### config.mk
export PLATFORM = sky130hd
export DESIGN_NAME = mem_bus_arbiter_np
export DESIGN_NICKNAME = d
export VERILOG_FILES = /design/src/rtl/mem_bus_arbiter_np.sv
export SDC_FILE = /design/constraint.sdc
export NUM_CORES = 1
export LEC_CHECK = 0
export ABC_CLOCK_PERIOD_IN_PS = 10550
export BUFFER_PORTS_ARGS = -buffer_cell sky130_fd_sc_hd__buf_2
export CAP_MARGIN = 10
export CORE_AREA = 8 8 147 122
export CTS_CLUSTER_DIAMETER = 200
export CTS_CLUSTER_SIZE = 30
export DETAILED_ROUTE_END_ITERATION = 7
export DIE_AREA = 0 0 155 130
export SYNTH_ARGS = -nofsm -noshare
export SYNTH_HDL_FRONTEND = slang
export SYNTH_SLANG_ARGS = --single-unit
### constraint.sdc
create_clock -name clk -period 10.55 [get_ports clk]
set_clock_uncertainty 0.2 [all_clocks]
set_input_delay 2.11 -clock clk [delete_from_list [all_inputs] [get_ports clk]]
set_output_delay 2.11 -clock clk [all_outputs]
set_load 0.05 [all_outputs]
### src/rtl/mem_bus_arbiter_np.sv
// N-port shared-memory arbiter: independent round-robin read and write channels with RAW protection.
// Optional SNOOP_EN macro enables the registered snoop-invalidate broadcast on write grants.
module mem_bus_arbiter_np #(
    parameter int NUM_PORTS = 4,
    parameter int ADDR_W    = 8,
    parameter int DATA_W    = 8,
    parameter int PTR_W     = 2
) (
    input  logic                          clk,
    input  logic                          rst,
    input  logic [NUM_PORTS-1:0]          req,
    input  logic [NUM_PORTS-1:0]          we,
    input  logic [NUM_PORTS*ADDR_W-1:0]   addr,
    input  logic [NUM_PORTS*DATA_W-1:0]   wdata,
    output logic [NUM_PORTS-1:0]          done,
    output logic [DATA_W-1:0]             rdata,
    output logic                          mem_rd_en,
    output logic [ADDR_W-1:0]             mem_rd_addr,
    input  logic [DATA_W-1:0]             mem_rd_data,
    input  logic                          mem_rd_done,
    output logic                          mem_wr_en,
    output logic [ADDR_W-1:0]             mem_wr_addr,
    output logic [DATA_W-1:0]             mem_wr_data,
    input  logic                          mem_wr_done,
    output logic                          snoop_valid,
    output logic [ADDR_W-1:0]             snoop_addr,
    output logic [PTR_W-1:0]              snoop_src
);

    function automatic logic [PTR_W-1:0] wrap_idx(input int v);
        return PTR_W'(v % NUM_PORTS);
    endfunction

    logic                 r_rd_busy, r_wr_busy;
    logic [PTR_W-1:0]     r_rd_port, r_wr_port, r_rd_ptr, r_wr_ptr;
    logic [ADDR_W-1:0]    r_rd_addr, r_wr_addr;
    logic [DATA_W-1:0]    r_wr_data, r_rdata;
    logic [NUM_PORTS-1:0] r_done;

    logic [NUM_PORTS-1:0] w_elig;
    logic                 w_wr_gnt, w_rd_gnt, w_rd_skip;
    logic [PTR_W-1:0]     w_wr_sel, w_rd_sel, w_rd_skip_sel, w_k;
    logic [ADDR_W-1:0]    w_k_addr, w_wr_gnt_addr, w_rd_gnt_addr;

    always_comb begin
        w_elig = '0;
        for (int p = 0; p < NUM_PORTS; p++)
            w_elig[p] = req[p] && !r_done[p]
                        && !(r_rd_busy && r_rd_port == PTR_W'(p))
                        && !(r_wr_busy && r_wr_port == PTR_W'(p));
    end

    // Write arbitration runs first so a read to the same address can yield on the same edge.
    always_comb begin
        w_wr_gnt      = 1'b0;
        w_wr_sel      = '0;
        w_rd_gnt      = 1'b0;
        w_rd_sel      = '0;
        w_rd_skip     = 1'b0;
        w_rd_skip_sel = '0;
        w_k           = '0;
        w_k_addr      = '0;
        if (!r_wr_busy) begin
            for (int i = 0; i < NUM_PORTS; i++) begin
                w_k = wrap_idx(int'(r_wr_ptr) + i);
                if (!w_wr_gnt && w_elig[w_k] && we[w_k]) begin
                    w_wr_gnt = 1'b1;
                    w_wr_sel = w_k;
                end
            end
        end
        w_wr_gnt_addr = addr[w_wr_sel*ADDR_W +: ADDR_W];
        if (!r_rd_busy) begin
            for (int i = 0; i < NUM_PORTS; i++) begin
                w_k      = wrap_idx(int'(r_rd_ptr) + i);
                w_k_addr = addr[w_k*ADDR_W +: ADDR_W];
                if (!w_rd_gnt && w_elig[w_k] && !we[w_k]) begin
                    if ((r_wr_busy && w_k_addr == r_wr_addr) ||
                        (w_wr_gnt && w_k_addr == w_wr_gnt_addr)) begin
                        if (!w_rd_skip) begin
                            w_rd_skip     = 1'b1;
                            w_rd_skip_sel = w_k;
                        end
                    end else begin
                        w_rd_gnt = 1'b1;
                        w_rd_sel = w_k;
                    end
                end
            end
        end
        w_rd_gnt_addr = addr[w_rd_sel*ADDR_W +: ADDR_W];
    end

    always_ff @(posedge clk) begin
        if (rst) begin
            r_rd_busy <= 1'b0;
            r_wr_busy <= 1'b0;
            r_rd_port <= '0;
            r_wr_port <= '0;
            r_rd_ptr  <= '0;
            r_wr_ptr  <= '0;
            r_rd_addr <= '0;
            r_wr_addr <= '0;
            r_wr_data <= '0;
            r_rdata   <= '0;
            r_done    <= '0;
        end else begin
            r_done <= '0;
            if (r_rd_busy && mem_rd_done) begin
                r_rd_busy         <= 1'b0;
                r_done[r_rd_port] <= 1'b1;
                r_rdata           <= mem_rd_data;
            end else if (w_rd_gnt) begin
                r_rd_busy <= 1'b1;
                r_rd_port <= w_rd_sel;
                r_rd_addr <= w_rd_gnt_addr;
                // A skipped hazard port keeps first claim on the next search.
                r_rd_ptr  <= w_rd_skip ? w_rd_skip_sel : wrap_idx(int'(w_rd_sel) + 1);
            end
            if (r_wr_busy && mem_wr_done) begin
                r_wr_busy         <= 1'b0;
                r_done[r_wr_port] <= 1'b1;
            end else if (w_wr_gnt) begin
                r_wr_busy <= 1'b1;
                r_wr_port <= w_wr_sel;
                r_wr_addr <= w_wr_gnt_addr;
                r_wr_data <= wdata[w_wr_sel*DATA_W +: DATA_W];
                r_wr_ptr  <= wrap_idx(int'(w_wr_sel) + 1);
            end
        end
    end

    assign done        = r_done;
    assign rdata       = r_rdata;
    assign mem_rd_en   = r_rd_busy;
    assign mem_rd_addr = r_rd_addr;
    assign mem_wr_en   = r_wr_busy;
    assign mem_wr_addr = r_wr_addr;
    assign mem_wr_data = r_wr_data;

`ifdef SNOOP_EN
    logic              r_snp_valid;
    logic [ADDR_W-1:0] r_snp_addr;
    logic [PTR_W-1:0]  r_snp_src;

    always_ff @(posedge clk) begin
        if (rst) begin
            r_snp_valid <= 1'b0;
            r_snp_addr  <= '0;
            r_snp_src   <= '0;
        end else begin
            r_snp_valid <= w_wr_gnt;
            if (w_wr_gnt) begin
                r_snp_addr <= w_wr_gnt_addr;
                r_snp_src  <= w_wr_sel;
            end
        end
    end

    assign snoop_valid = r_snp_valid;
    assign snoop_addr  = r_snp_addr;
    assign snoop_src   = r_snp_src;
`else
    assign snoop_valid = 1'b0;
    assign snoop_addr  = '0;
    assign snoop_src   = '0;
`endif

endmodule
==> summary.md <==
| Metric | Value |
|---|---|
| Finished Layout Cells | `1018` |
| Status | `finished, final reports clean` |
| Cts bufs inserted | `5` |
| ANT nets after route | `0` |
| PwrDens | `253 nW/um^2` |
| Leading post-synthesis cells by cell area | `dfxtp_1 17%, nand2_1 6.8%, mux2i_1 6.6%, a21oi_1 5.2%, nand3_1 5.2%` |
| Final Slew Violations | `0` |
| Hold Crit Endpoint | `rdata[6]` |
| Clock Sink Count | `46` |
| CP Max Fanout | `34` |
| GRT Residual Overflow | `0` |
| Min Tclk post-route | `6.88 ns` |
| CTS tree | `built` |
| Crit path required time | `10.57 ns` |
| Syn Area/Cell | `7.34 sq um` |
| Largest stage delay, worst path | `0.73 ns` |
| Post-CTS Hold Buffers | `0` |
| Fill count | `1645` |
| Drt pass-1 iters | `5` |
| CP Launch Type | `primary input` |
| Critical Path Sink Type | `flop` |
| EDFF count, synth | `0` |
| Setup slack, reg-to-reg | `4.77 ns` |
| Worst-path clk slew | `0.07 ns` |
| Leading area contributor after synthesis | `dfxtp_1` |
| Initial antenna violation count | `1` |
| Hold path depth | `2` |
| Hold Path Class | `reg -> reg` |
| Rows | `41` |
| Critical path class | `in -> reg` |
| Setup TNS | `0 ns` |
| # diodes | `0` |
| Number of library cell types mapped by synthesis | `86` |
| Yosys Warn Count | `0` |
| GRT Total Usage | `0.186` |
| Final period util | `0.652` |
| CTS HTree Levels | `2` |
| Port Buffers | `121` |
| Arrival time at the worst endpoint | `6.90 ns` |
| CTS Buffer Depth | `2` |
| Setup Buffers After CTS | `0` |
| Yosys reg bits | `46` |
| Slowest cell on crit path | `a2111oi_1` |
| CORE AREA | `15400 sq um` |
| Most used DFF post-synth | `dfxtp_1` |
| Cell Chain, Critical Path | `buf_2 -> and2b_1 -> nand4_1 -> a221oi_4 -> and3_1 -> buf_4 -> o2111ai_1 -> nand3_1 -> nand4b_1 -> a2111oi_1 -> a21bo_2 -> a21oi_1 -> o221ai_4 -> nand2_2 -> mux2_2 -> a211oi_1` |
| Async set-reset flop share out of synthesis | `0` |
| Leakage | `2.42 nW` |
| Die extent in x | `155 um` |
| Min-delay src | `rdata[6]` |
| Area after DPL | `5930 sq um` |
| Seq/Total Area, Yosys | `0.173` |
| Synthesized cell area | `5320 sq um` |
| Vias in the first global route | `5158` |
| Area growth syn-to-layout | `14.3%` |
| RSZ-0062 raised after global routing | `false` |
| Final setup viols | `0` |
| VDD IR max | `0.0000630 V` |
| Worst Reg2Reg Path Length in Cells | `15` |
| Reg-to-Reg Start | `mem_rd_en` |
| Worst-Margin Slew | `0.901 ns` |
| Final Cell Area | `6080 sq um` |
| Fmax achieved | `0.145 GHz` |
| Full die area | `20200 sq um` |
| Vias | `5648` |
| Count of final hold-check violations | `0` |
| Synthesized instance count | `725` |
| Share of cells above drive strength 1 | `0.229` |
| RR Endpoint | `r_rd_ptr[0]` |
| Initial Util | `0.344` |
| Final nets | `886` |
| I/O pins | `133` |
| DP Cell Count | `1010` |
| Global-route wire length before repair | `29900 um` |
| Post-CTS sizing | `0` |
| Hpwl dp | `15200 um` |
| Iter 0 DRT Violations | `523` |
| Vias/cell | `5.55` |
| # DRC | `0` |
| Routed wire length | `19300 um` |
| DR WL/cell | `19.0 um` |
| MaxCap Viol Count | `0` |
| Die Span Y | `130 um` |
| Root buf cell | `clkbuf_16` |
| Routability cong. | `0.995` |
| Largest net degree at the start of global routing | `54` |
| Synth top area share | `0.173` |
| Worst slew margin | `0.397` |
| Clk_lat worst skew | `0.31 ns` |
-- power breakdown --
| part | switching, mW | internal, mW |
|---|---|---|
| Clock | 0.0786 | 0.0889 |
| Sequential | 0.0630 | 0.217 |
| Combinational | 0.714 | 0.376 |
-- cell type report --
| cell class | count | area, sq um | share of cell area |
|---|---|---|---|
| Clock inverter | 3 | 23.8 | 0.00391 |
| Inverter | 14 | 52.6 | 0.00865 |
| Multi-Input combinational cell | 611 | 4060 | 0.667 |
| Tap cell | 215 | 269 | 0.0443 |
| Clock buffer | 5 | 125 | 0.0206 |
| Timing Repair Buffer | 124 | 628 | 0.103 |
| Sequential cell | 46 | 922 | 0.152 |
-- sequential cells by signal, summed over array words and instances, names as in the netlist, 4 cells and up --
register and flops:
done 4, mem_rd_addr 8, mem_wr_addr 8, mem_wr_data 8, rdata 8
-- worst max-delay path, delay by kind of cell --
kind                   cells  cell delay, ns
AO/OA/AOI/OAI              7            2.64
buffers and inverters      2            0.47
multiplexers               1            0.34
AND/OR/NAND/NOR            6            1.30
-- per-stage QoR --
stage	hold slack [ns]	total power [mW]	setup slack [ns]	util
after floorplan	0.376	1.14	4.73	-
after global placement	0.230	1.36	3.54	0.384
after detailed placement	0.240	1.36	3.48	0.384
after CTS	0.254	1.53	3.77	0.394
after global routing	0.269	1.65	3.34	0.394
final	0.250	1.54	3.67	0.394
-- synth_stat cells, types with 13 or more instances --
library cell,number
a21oi_1,55
o21ai_0,27
mux2_2,14
inv_1,13
nor3_1,30
xnor2_1,28
xor2_1,25
dfxtp_1,46
nand2_1,96
nor2_1,53
buf_4,15
clkbuf_1,31
nand3_1,55
mux2i_1,35
-- worst max path at each step --
stage                      start           to  cells past startpoint
after CTS                 req[1]  r_rd_ptr[0]                     16
after global routing      req[1]  r_rd_ptr[0]                     16
final                     req[1]  r_rd_ptr[0]                     16
after global placement    req[0]  r_rd_ptr[0]                     16
after detailed placement  req[1]  r_rd_ptr[0]                     16
after floorplan           req[1]  r_rd_ptr[0]                     14
-- logic make-up after synthesis --
| group | count (synthesis) | synth area share |
|---|---|---|
| buffers and inverters | 78 | 0.0713 |
| muxes | 57 | 0.127 |
| other | 1 | 0.000705 |
| and+or+nand+nor | 320 | 0.303 |
| AOI/OAI and AO/OA | 170 | 0.237 |
| DFF | 46 | 0.173 |
| xor gates and xnor gates | 53 | 0.0873 |
-- placed cells by master (no fill, tap or decap), types with 7 or more instances in the layout --
cell	n
nand2b_1	9
mux2_2	14
nand4_1	12
a31oi_1	8
nor4_1	8
o21ai_0	27
a21oi_1	55
and3_1	10
inv_1	13
nor3_1	30
and2_1	7
nor2_1	53
conb_1	11
nand3_1	55
nand2_1	96
dfxtp_1	45
mux2i_1	35
a21boi_0	8
buf_2	121
xnor2_1	28
xor2_1	25
a211oi_1	10
-- routing by layer --
| metal | track usage | wire length [um] |
|---|---|---|
| met1 | 0.272 | 9250 |
| met2 | 0.269 | 7960 |
| met3 | 0.0456 | 1860 |
| met4 | 0.0403 | 216 |
| met5 | 0 | 12 |
(Power assumes the default switching activity.)
